**src/rtl/cam_fb_pkg.sv**
```systemverilog
// rtl/cam_fb_pkg.sv - shared state type, RGB565 field positions and clog2 helper
package cam_fb_pkg;

  typedef enum logic [1:0] {
    IDLE    = 2'd0,
    WAIT_VS = 2'd1,
    FRAME   = 2'd2
  } cap_state_e;

  localparam int RGB_R_MSB = 15;
  localparam int RGB_R_LSB = 11;
  localparam int RGB_G_MSB = 10;
  localparam int RGB_G_LSB = 5;
  localparam int RGB_B_MSB = 4;
  localparam int RGB_B_LSB = 0;

  function automatic int clog2(input int value);
    int r;
    r = 0;
    while ((1 << r) < value) r++;
    return r;
  endfunction

endpackage

```
**src/rtl/cam_sync_edge.sv**
```systemverilog
// rtl/cam_sync_edge.sv - multi-flop synchroniser with level and rise/fall pulse outputs
module cam_sync_edge
  import cam_fb_pkg::*;
#(
  parameter int STAGES = 2
) (
  input  logic clk,
  input  logic rst_n,
  input  logic d_i,
  output logic level_o,
  output logic rise_o,
  output logic fall_o
);

  logic [STAGES-1:0] sync_q;
  logic              prev_q;

  always_ff @(posedge clk or negedge rst_n) begin
    if (!rst_n) begin
      sync_q <= '0;
      prev_q <= 1'b0;
    end else begin
      sync_q <= {sync_q[STAGES-2:0], d_i};
      prev_q <= sync_q[STAGES-1];
    end
  end

  assign level_o = sync_q[STAGES-1];
  assign rise_o  = sync_q[STAGES-1] & ~prev_q;
  assign fall_o  = ~sync_q[STAGES-1] & prev_q;

endmodule

```
**src/rtl/cam_fb_writer.sv**
```systemverilog
// rtl/cam_fb_writer.sv - camera byte stream to decimated framebuffer writes
// Optional horizontal mirror input enabled by CAM_FB_MIRROR_EN.
module cam_fb_writer
  import cam_fb_pkg::*;
#(
  parameter int H_ACTIVE    = 640,
  parameter int V_ACTIVE    = 480,
  parameter int SCALE_LOG2  = 2,
  parameter int FB_W        = 160,
  parameter int FB_H        = 120,
  parameter int ADDR_W      = 15,
  parameter int SYNC_STAGES = 2
) (
  input  logic              clk,
  input  logic              rst_n,
  input  logic              cam_pclk,
  input  logic              cam_vsync,
  input  logic              cam_href,
  input  logic [7:0]        cam_data,
  input  logic              enable,
  input  logic [ADDR_W-1:0] y_offset,
`ifdef CAM_FB_MIRROR_EN
  input  logic              mirror_x,
`endif
  output logic              fb_we,
  output logic [ADDR_W-1:0] fb_waddr,
  output logic [15:0]       fb_wdata,
  output logic              frame_done,
  output logic              line_err
);

  localparam int CW = clog2(H_ACTIVE + 1);
  localparam int RW = clog2(V_ACTIVE + 1);
  localparam logic [CW-1:0] H_MAX  = CW'(H_ACTIVE);
  localparam logic [RW-1:0] V_MAX  = RW'(V_ACTIVE);
  localparam logic [CW-1:0] C_MASK = CW'((1 << SCALE_LOG2) - 1);
  localparam logic [RW-1:0] R_MASK = RW'((1 << SCALE_LOG2) - 1);

  if (SYNC_STAGES < 2 || SCALE_LOG2 < 0 || SCALE_LOG2 > 3 ||
      (FB_W * FB_H) > (1 << ADDR_W)) begin : g_param_check
    $error("cam_fb_writer: illegal parameter set");
  end

  logic pclk_lvl, pclk_rise, pclk_fall;
  logic href_lvl, href_rise, href_fall;
  logic vs_lvl, vs_rise, vs_fall;

  cam_sync_edge #(.STAGES(SYNC_STAGES)) u_sync_pclk (
    .clk(clk), .rst_n(rst_n), .d_i(cam_pclk),
    .level_o(pclk_lvl), .rise_o(pclk_rise), .fall_o(pclk_fall)
  );
  cam_sync_edge #(.STAGES(SYNC_STAGES)) u_sync_href (
    .clk(clk), .rst_n(rst_n), .d_i(cam_href),
    .level_o(href_lvl), .rise_o(href_rise), .fall_o(href_fall)
  );
  cam_sync_edge #(.STAGES(SYNC_STAGES)) u_sync_vsync (
    .clk(clk), .rst_n(rst_n), .d_i(cam_vsync),
    .level_o(vs_lvl), .rise_o(vs_rise), .fall_o(vs_fall)
  );

  logic unused_sync;
  assign unused_sync = ^{pclk_lvl, pclk_fall, href_rise};

  // Data delayed by the same depth so it lines up with the synchronised pclk.
  logic [SYNC_STAGES-1:0][7:0] data_pipe_q;
  logic [7:0]                  data_s;
  assign data_s = data_pipe_q[SYNC_STAGES-1];

  cap_state_e state_q, state_d;

  logic              phase_q, phase_d;
  logic [7:0]        hi_q, hi_d;
  logic [CW-1:0]     col_q, col_d;
  logic [RW-1:0]     row_q, row_d;
  logic              err_q, err_d;
  logic              seen_q, seen_d;
  logic              run_q, run_d;
  logic              s1_vld_q, s1_vld_d;
  logic [ADDR_W-1:0] x_q, x_d;
  logic [ADDR_W-1:0] y_q, y_d;
  logic [15:0]       pix_q, pix_d;
  logic              we_q, we_d;
  logic [ADDR_W-1:0] waddr_q, waddr_d;
  logic [15:0]       wdata_q, wdata_d;
  logic              done_q, done_d;
`ifdef CAM_FB_MIRROR_EN
  logic              mirror_q, mirror_d;
`endif

  logic in_frame, frame_start, sample, complete, keep;
  int   x_i, x_m, yr_i, ysum_i;

  always_comb begin
    state_d = state_q;
    unique case (state_q)
      IDLE:    state_d = WAIT_VS;
      WAIT_VS: if (vs_fall) state_d = FRAME;
      FRAME:   if (vs_rise) state_d = WAIT_VS;
      default: state_d = IDLE;
    endcase
  end

  always_comb begin
    in_frame    = (state_q == FRAME);
    frame_start = (state_q == WAIT_VS) && vs_fall;
    // href_fall keeps a sample that races the end of line inside that line.
    sample      = in_frame && pclk_rise && (href_lvl || href_fall) && !vs_lvl;
    complete    = sample && phase_q;

    phase_d = phase_q;
    hi_d    = hi_q;
    col_d   = col_q;
    row_d   = row_q;
    err_d   = err_q;
    seen_d  = seen_q;
    run_d   = run_q;
`ifdef CAM_FB_MIRROR_EN
    mirror_d = mirror_q;
`endif

    if (!in_frame || vs_lvl)  phase_d = 1'b0;
    else if (sample)          phase_d = ~phase_q;
    else if (!href_lvl)       phase_d = 1'b0;

    if (sample && !phase_q) hi_d = data_s;

    if (frame_start) begin
      col_d  = '0;
      row_d  = '0;
      err_d  = 1'b0;
      seen_d = 1'b0;
      run_d  = enable;
`ifdef CAM_FB_MIRROR_EN
      mirror_d = mirror_x;
`endif
    end else if (in_frame) begin
      if (complete) begin
        if (col_q == H_MAX) err_d = 1'b1;
        else                col_d = col_q + 1'b1;
      end
      if (href_fall) begin
        col_d  = '0;
        seen_d = 1'b1;
        if (row_q == V_MAX) err_d = 1'b1;
        else                row_d = row_q + 1'b1;
      end
    end

    x_i  = int'(col_q >> SCALE_LOG2);
    yr_i = int'(row_q >> SCALE_LOG2);
`ifdef CAM_FB_MIRROR_EN
    x_m = mirror_q ? (FB_W - 1 - x_i) : x_i;
`else
    x_m = x_i;
`endif
    ysum_i = yr_i + int'($signed(y_offset));
    if (ysum_i < 0)          ysum_i = ysum_i + FB_H;
    else if (ysum_i >= FB_H) ysum_i = ysum_i - FB_H;

    keep = complete && run_q && (col_q != H_MAX) && (row_q != V_MAX) &&
           ((col_q & C_MASK) == '0) && ((row_q & R_MASK) == '0) &&
           (x_i < FB_W) && (yr_i < FB_H);

    s1_vld_d = keep;
    x_d      = x_q;
    y_d      = y_q;
    pix_d    = pix_q;
    if (keep) begin
      x_d   = ADDR_W'(x_m);
      y_d   = ADDR_W'(ysum_i);
      pix_d = {hi_q, data_s};
    end

    we_d    = s1_vld_q;
    waddr_d = waddr_q;
    wdata_d = wdata_q;
    if (s1_vld_q) begin
      waddr_d = ADDR_W'(int'(y_q) * FB_W + int'(x_q));
      wdata_d = pix_q;
    end

    done_d = in_frame && vs_rise && seen_q;
  end

  always_ff @(posedge clk or negedge rst_n) begin
    if (!rst_n) begin
      data_pipe_q <= '0;
      state_q     <= IDLE;
      phase_q     <= 1'b0;
      hi_q        <= '0;
      col_q       <= '0;
      row_q       <= '0;
      err_q       <= 1'b0;
      seen_q      <= 1'b0;
      run_q       <= 1'b0;
      s1_vld_q    <= 1'b0;
      x_q         <= '0;
      y_q         <= '0;
      pix_q       <= '0;
      we_q        <= 1'b0;
      waddr_q     <= '0;
      wdata_q     <= '0;
      done_q      <= 1'b0;
`ifdef CAM_FB_MIRROR_EN
      mirror_q    <= 1'b0;
`endif
    end else begin
      data_pipe_q <= {data_pipe_q[SYNC_STAGES-2:0], cam_data};
      state_q     <= state_d;
      phase_q     <= phase_d;
      hi_q        <= hi_d;
      col_q       <= col_d;
      row_q       <= row_d;
      err_q       <= err_d;
      seen_q      <= seen_d;
      run_q       <= run_d;
      s1_vld_q    <= s1_vld_d;
      x_q         <= x_d;
      y_q         <= y_d;
      pix_q       <= pix_d;
      we_q        <= we_d;
      waddr_q     <= waddr_d;
      wdata_q     <= wdata_d;
      done_q      <= done_d;
`ifdef CAM_FB_MIRROR_EN
      mirror_q    <= mirror_d;
`endif
    end
  end

  assign fb_we      = we_q;
  assign fb_waddr   = waddr_q;
  assign fb_wdata   = wdata_q;
  assign frame_done = done_q;
  assign line_err   = err_q;

endmodule

```
**config.mk**
```make
export PLATFORM = sky130hd
export DESIGN_NAME = cam_fb_writer
export DESIGN_NICKNAME = d
export VERILOG_FILES = /design/src/rtl/cam_fb_pkg.sv /design/src/rtl/cam_sync_edge.sv /design/src/rtl/cam_fb_writer.sv
export SDC_FILE = /design/constraint.sdc
export NUM_CORES = 1
export LEC_CHECK = 0
export BUFFER_PORTS_ARGS = -buffer_cell sky130_fd_sc_hd__buf_2
export CAP_MARGIN = 20
export CELL_PAD_IN_SITES_DETAIL_PLACEMENT = 1
export CELL_PAD_IN_SITES_GLOBAL_PLACEMENT = 1
export CORE_MARGIN = 1
export CORE_UTILIZATION = 40
export DETAILED_ROUTE_END_ITERATION = 8
export PLACE_DENSITY_LB_ADDON = 0.1
export SYNTH_ARGS = -nofsm -noshare
export SYNTH_HDL_FRONTEND = slang
export SYNTH_SLANG_ARGS = --single-unit
```
**constraint.sdc**
```tcl
create_clock -name clk -period 6.3 [get_ports clk]
set_clock_uncertainty 0.15 [all_clocks]
set_input_delay 1.26 -clock clk [delete_from_list [all_inputs] [get_ports clk]]
set_output_delay 1.26 -clock clk [all_outputs]
set_load 0.01 [all_outputs]
```
-- Word-level counts from Yosys, hierarchy flattened
Index checks and enable logic that the tools add are counted.
- add/subtract/negate cells: 6
- multipliers: 1
- divide/modulo/power cells: 0
- magnitude comparators: 4
- equal/unequal tests: 11
- shift operators: 0
- multiplexer cells: 26
- bitwise logic cells: 9
- reduce and logical (&&, ||, !) cells: 30
- operators by type and width (cell ; count):
    two-way mux 10 bit ; 5
    two-way mux 9 bit ; 4
    two-way mux 15 bit ; 2
    adder 8 x 15 -> 16 bit ; 1
    greater-or-equal comparator 16 x 8 -> 1 bit (second input constant) ; 1
    less-than comparator 16 x 1 -> 1 bit (second input constant) ; 1
    adder 15 x 8 -> 15 bit ; 1
    adder 15 x 8 -> 15 bit (second input constant) ; 1
    logical AND 1 bit ; 15
    multiplier 15 x 3 -> 10 bit (second input constant) ; 1
    subtractor 15 x 8 -> 15 bit (second input constant) ; 1
    two-way mux 1 bit ; 12
    adder 10 x 1 -> 10 bit (second input constant) ; 1
    equality test 10 bit (second input constant) ; 1
    logical NOT 10 bit ; 1
    inequality test 10 bit (second input constant) ; 1
    adder 9 x 1 -> 9 bit (second input constant) ; 1
    equality test 9 bit (second input constant) ; 1
    logical NOT 9 bit ; 1
    inequality test 9 bit (second input constant) ; 1
    less-than comparator 8 bit (second input constant) ; 1
    less-than comparator 7 bit (second input constant) ; 1
    inequality test 2 bit (second input constant) ; 3
    inequality test 3 bit (second input constant) ; 2
    13 further kinds ; 27
- register bits after elaboration: 131
- bits in latches: 0
- RAM bits: 0
- ROM bits: 0
- bits of input ports: 29
- logic and storage cells: 111
- memories kept: 0

-- Longest topological paths before layout
Gate-level depths: netlist of run 1.
- depth in word-level cells: 13
- gate-level depth with buffers: 12
- gate-level depth less buffers: 12

-- Cells and area by module
From an unflattened synthesis of run 1, not the netlist that was laid out.
- cell total of the unflattened synthesis: 572
- area total of the unflattened synthesis: 6145.9 µm²
- modules (own cells, without submodules) (module ; times used ; cells each ; area an instance (µm²)):
    cam_fb_writer ; 1 ; 557 ; 5875.6
    cam_sync_edge ; 3 ; 5 ; 90.1

-- Worst setup path after synthesis of run 1
No wires, ideal clock.
- kind: input -> register
- start: input y_offset[0]
- end: register y_q[4]
- data arrival time: 3810 ps
- data required time: 6028 ps
- path slack: 2219 ps
- cell stages on the path: 10
- buffers on the path: 0
- cells stage by stage: ha_1 fa_1 a211oi_4 nor3_1 or4b_1 a211o_1 o31ai_1 nand3_2 or3_1 a32o_1
- longest elaborated chain between the ends: 4
- elaborated cells on any way between the ends: 7
- RTL lines (what ; line ; text):
    from (decl) ; cam_fb_writer.sv:21 ; input logic [ADDR_W-1:0] y_offset,
    adder 8 x 15 -> 16 bit * ; cam_fb_writer.sv:156 ; ysum_i = yr_i + int'($signed(y_offset));
    subtractor 15 x 8 -> 15 bit / greater-or-equal comparator 16 x 8 -> 1 bit (equally long branches) ; cam_fb_writer.sv:158 ; else if (ysum_i >= FB_H) ysum_i = ysum_i - FB_H;
    two-way mux 15 bit ; cam_fb_writer.sv:158 ;
    two-way mux 15 bit * ; cam_fb_writer.sv:157 ; if (ysum_i < 0) ysum_i = ysum_i + FB_H;
    to (signal assigned) ; cam_fb_writer.sv:219 ; y_q <= y_d;
    to (decl) ; cam_fb_writer.sv:80 ; logic [ADDR_W-1:0] y_q, y_d;
Mark *: on every way between the ends. The rest lies on a longest branch, timed or not.
A chain may end at the register's enable or synchronous reset.

-- Final worst setup path of run 1
Same ends and word-level chain as after synthesis.

==> results of run 1 <==
-- cell usage after synthesis (8+ instances only) --
cell type and number:
a21oi_1 18, clkbuf_1 9, dfrtp_1 126, ha_1 29, inv_1 23, mux2_2 34, nand2_1 113, nand3_1 14
nand4_1 12, nor2_1 34, nor2b_1 8, nor3_1 9, o211ai_1 8, o21ai_0 18, xnor2_1 17, xor2_1 20
-- how the worst max path moves through the flow --
stage / slack, ns / cells after the start / to / start
after detailed placement: 1.73 / 11 / y_q[4] / y_offset[0]
final: 2.15 / 11 / y_q[4] / y_offset[0]
after floorplan: 2.22 / 10 / y_q[4] / y_offset[0]
after global routing: 2.00 / 11 / y_q[4] / y_offset[0]
after CTS: 2.17 / 11 / y_q[4] / y_offset[0]
after global placement: 1.80 / 11 / y_q[4] / y_offset[0]
-- per-stage QoR --
stage                util  hold WS, ns
floorplan               -        0.181
global placement    0.438        0.184
detailed placement  0.438        0.186
CTS                 0.482        0.198
global route        0.484        0.200
finish              0.484        0.196
-- state kept, by name (all words and copies together), names as in the netlist, 2 cells and up --
register	cells
col_q	10
data_pipe_q	8
data_s	8
fb_waddr	15
fb_wdata	16
hi_q	8
pix_q	16
row_q	9
state_q	2
u_sync_href.sync_q	2
u_sync_pclk.sync_q	2
u_sync_vsync.sync_q	2
x_q	8
y_q	10
-- power by group --
group	leakage [nW]	total [mW]	internal [mW]	switching [mW]
combinational	1.61	0.178	0.0736	0.104
clock	0.312	1.09	0.724	0.361
sequential	1.65	0.871	0.848	0.0235
total	3.56	2.13	1.65	0.489
-- layer usage --
layer	part of all wire	global-route usage	vias up
met5	0	0	-
met4	0.012	0.0638	0
met3	0.030	0.0434	12
met2	0.48	0.305	64
met1	0.48	0.251	2212
li1	-	-	2167
-- critical path, cell delays in order --
cell      delay (ns)
buf_2           0.10
ha_1            0.22
fa_1            0.47
a211oi_4        0.34
nor3_1          0.09
or4b_1          0.47
a211o_1         0.31
o31ai_1         0.08
nand3_2         0.27
or3_1           0.43
a32o_1          0.25
-- area by class of cell --
class,count,area [um2],area share
Multi-Input combinational cell,418,2820,0.385
Clock inverter,13,211,0.0288
Inverter,24,90.1,0.0123
Timing Repair Buffer,67,370,0.0505
Clock buffer,19,453,0.0617
Tap cell,188,235,0.0321
Sequential cell,126,3150,0.430
-- cell families (layout without fill, tap and decap cells) --
group                    Yosys count  in the layout  share of synthesized area
AO/OA/AOI/OAI                     88             88                      0.102
XOR/XNOR                          37             37                     0.0524
adder cells (fa/ha/maj)           32             32                     0.0684
buffers and inverters             42            123                     0.0342
flip-flops                       126            126                      0.510
multiplexers                      36             36                     0.0651
AND/OR/NAND/NOR                  225            225                      0.168
==> metrics.cfg, run 1 <==
[min_path]
worstHoldStart=data_pipe_q[2]
min_path_cells=0
hold_path.class=reg -> reg
hold_end=data_s[2]

[critical_path]
rr_worst_depth=10
timing.rr.start=row_q[2]
cp-end-kind=register
worstPathArrival_ns=4.30
crit_fanout=12
r2r-end=y_q[4]
critical_path_required_ns=6.45
cp-start-kind=input port
crit_type=in -> reg
rrSetupSlack_ns=2.63

[floorplanning]
row_count=45
start_util=0.409
die_w_um=126
fp.coreArea_um2=15100
io_pins=63
die_h_um=126
die_area_um2=16000

[placement]
port_buffers=62
dp_slack_ns=1.73
dp_cells=821
hpwl_mm=9.40
gp_congestion=0.825
place_area_um2=6640

[power]
leakage_nw=3.56
power.density_nw_per_um2=291
ir_drop_v=0.000201
p_total_mw=2.13

[finish]
diodes=0
layout_commonest_cell=dfrtp_1
fillerInstances=1676
mostFrequentLayoutCells=dfrtp_1, nand2_1, buf_2
layout-drive-gt1-share=0.222
fin_area_um2=7340
syn_to_final_growth_pct=18.6
nNetsFinal=715
stdcell_count=855

[logic_synthesis]
synth.cell_area_um2=6190
syn_inst=586
async_flop_share=1.00
synth-edff-count=0
syn_nets=647
yosys_warnings=0
synth_top_area_frac=0.510
synthFlopType=dfrtp_1
syn_avg_cell_area_um2=10.6
ys_ff_latch=126
synth_area_leader_cell=dfrtp_1
synthTopCellsByArea=dfrtp_1, nand2_1, mux2_2, ha_1, xor2_1
ys_types=69
seq_area_frac_synth=0.510

[grt]
grt_max_degree=79
antenna_found_initial=0
grtUsageTotal=0.189
first_global_vias=4748
grt_pass1_wl_mm=23.7
grt_overflow_total=0

[clocking]
path_clk_slew_ns=0.06
clock_latency_ns=0.41
cts-root-buf=clkbuf_16
clockBufferDepth=2
htreeDepth=4
post_cts_resize_count=0
cts_buffers=17
cts_setup_buffers=0
cts.sinks=126
cts_tree=built
hold_buffers=0

[routing]
vias=4455
wl_mm=13.7
viasPerCell=5.21
drt_iter0_drc=144
dr.pass1.iters=4
postRouteAntennaNets=0
wl_per_cell_um=16.0
drc_errors=0

[run]
max_cap_viol_count=0

[timing]
max_freq_mhz=241
fin_crit_sh=0.658
hold_viol=0
relSlewSlack=0.335
setup-tns-final_ns=0
rsz0062_at_grt=false
setup_slack_ns=2.15
final-setup-viol-count=0
tightest_slew_ns=0.998
min_period_ns=4.15
report.final.slew_viol_count=0

[status]
status=finished clean

Power figures use the tool's default switching activity.
==> inputs of run 2 (changes only) <==
==> constraint.sdc (replaced) <==
create_clock -name clk -period 3.5 [get_ports clk]
set_clock_uncertainty 0.15 [all_clocks]
set_input_delay 0.7 -clock clk [delete_from_list [all_inputs] [get_ports clk]]
set_output_delay 0.7 -clock clk [all_outputs]
set_load 0.01 [all_outputs]
==> run 2 against run 1 <==
Compared with the run above: critical path type is now reg -> reg; hold slack about the same; combinational power increased by 88%; clock-buffer cell count increased by 1; sequential power increased by 80%; routed wire length decreased by 0.98%; sequential cell count unchanged; first-iteration DRC count decreased by 9.0%; largest cell class unchanged; cell area increased by 0.58%; clock power increased by 55%; via count increased by 0.40%; non-clock buffer count increased by 18.
==> metrics.cfg, run 2 (same netlist as run 1, synthesis figures left out) <==
[timing]
min_period_ns=3.31
tightest_slew_ns=0.806  ; was 0.998 ns
fin_crit_sh=0.947
hold_viol=0  ; unchanged
final-setup-viol-count=0  ; unchanged
relSlewSlack=0.463  ; was 0.335
setup_slack_ns=0.185  ; was 2.15 ns
max_freq_mhz=302
rsz0062_at_grt=false  ; unchanged
setup-tns-final_ns=0  ; unchanged
report.final.slew_viol_count=0  ; unchanged

[placement]
hpwl_mm=10.1  ; was 9.40 mm
dp_slack_ns=-0.150  ; was 1.73 ns
gp_congestion=0.810  ; was 0.825
port_buffers=62  ; unchanged
place_area_um2=6800  ; was 6640 um2

[grt]
grtUsageTotal=0.192  ; was 0.189
top_usage_layer=met2  ; unchanged
grt_util_met1=0.248  ; was 0.251
grt_pass1_wl_mm=24.1  ; was 23.7 mm
grt_util_met2=0.315  ; was 0.305
grt_overflow_total=0  ; unchanged
grt_max_degree=62  ; was 79
antenna_found_initial=0  ; unchanged
grt_util_met3=0.0401  ; was 0.0434
first_global_vias=4897  ; was 4748

[routing]
vias=4473  ; was 4455
wl_mm=13.6  ; was 13.7 mm
drt_iter0_drc=131  ; was 144
drc_errors=0  ; unchanged
wl_per_cell_um=15.6  ; was 16.0 um
dr.pass1.iters=6  ; was 4
postRouteAntennaNets=0  ; unchanged
viasPerCell=5.12  ; was 5.21

[status]
status=finished clean  ; unchanged

[clocking]
htreeDepth=4  ; unchanged
cts_setup_buffers=0  ; unchanged
cts_buffers=17  ; unchanged
path_clk_slew_ns=0.06  ; about the same
cts.sinks=126  ; unchanged
clockBufferDepth=2  ; unchanged
clock_latency_ns=0.42  ; was 0.41 ns
hold_buffers=0  ; unchanged
cts_tree=built  ; unchanged
post_cts_resize_count=0  ; unchanged
cts-root-buf=clkbuf_16  ; unchanged

[finish]
layout-drive-gt1-share=0.244  ; was 0.222
final_util=0.487  ; was 0.484
syn_to_final_growth_pct=19.3  ; was 18.6%
diodes=0  ; unchanged
nNetsFinal=733  ; was 715
mostFrequentLayoutCells=dfrtp_1, nand2_1, buf_2  ; unchanged
fin_area_um2=7380  ; was 7340 um2
layout_commonest_cell=dfrtp_1  ; unchanged

[min_path]
hold_path.class=reg -> reg  ; unchanged
min_path_cells=0  ; unchanged

[floorplanning]
die_area_um2=16000  ; unchanged
die_w_um=126  ; unchanged
row_count=45  ; unchanged
die_h_um=126  ; unchanged
io_pins=63  ; unchanged
fp.coreArea_um2=15100  ; unchanged
start_util=0.409  ; unchanged

[power]
ir_drop_v=0.000357  ; was 0.000201 V
leakage_nw=3.61  ; was 3.56 nW
power.density_nw_per_um2=486  ; was 291 nW/um2
p_total_mw=3.59  ; was 2.13 mW

[critical_path]
rr_worst_depth=11  ; was 10
crit_fanout=6  ; was 12
crit_type=reg -> reg  ; was in -> reg
critical_path_required_ns=3.68  ; was 6.45 ns
worstPathArrival_ns=3.50  ; was 4.30 ns
cp-start-kind=register  ; was input port
cp-end-kind=register  ; unchanged

[run]
max_cap_viol_count=0  ; unchanged

-- run 2: power breakdown --
part           total [mW]  internal, mW  switching, mW
registers            1.57          1.53         0.0405
clock network        1.69          1.03          0.652
logic               0.334         0.143          0.191
total                3.59          2.70          0.883
-- run 2: path summary, 6_finish.rpt --
path | from | endpoint | slack (ns)
setup / recovery | row_q[2] | y_q[8] | 0.19
hold / removal | data_pipe_q[4] | data_s[4] | 0.20
setup reg to reg | row_q[2] | y_q[8] | 0.19
hold reg to reg | data_pipe_q[4] | data_s[4] | 0.20
max in group asynchronous | rst_n | col_q[5] | 2.15
min in group asynchronous | rst_n | fb_waddr[4] | 0.22
-- run 2: stage by stage --
| step | cells | hold slack, ns |
|---|---|---|
| 6_report | 873 | 0.196 |
| 5_1_grt | 873 | 0.202 |
| 4_1_cts | 873 | 0.198 |
| 3_5_place_dp | 841 | 0.187 |
| 3_3_place_gp | 841 | 0.183 |
| 2_1_floorplan | 586 | 0.181 |
-- run 2: per-layer routing --
layer,share of wire,up-vias
li1,-,2202
met1,0.48,2202
met2,0.48,53
met3,0.026,16
met4,0.016,0
met5,0,-
-- run 2: critical path, stage by stage, from the launching register on --
cell and delay (ns):
dfrtp_1 0.45, ha_1 0.25, fa_2 0.38, a211oi_4 0.28
nor3_1 0.09, or4b_1 0.47, a211o_1 0.30, o31ai_1 0.08
nand3_2 0.15, buf_4 0.18, a2111o_1 0.36, o211ai_1 0.10
-- run 2: layout make-up --
class,instances,area [um2]
fill,1703,7770
sequential,126,3150
multi-input combinational,418,2830
timing repair buffer,85,498
clock buffer,20,467
tap,188,235
clock inverter,12,110
inverter,24,90.1
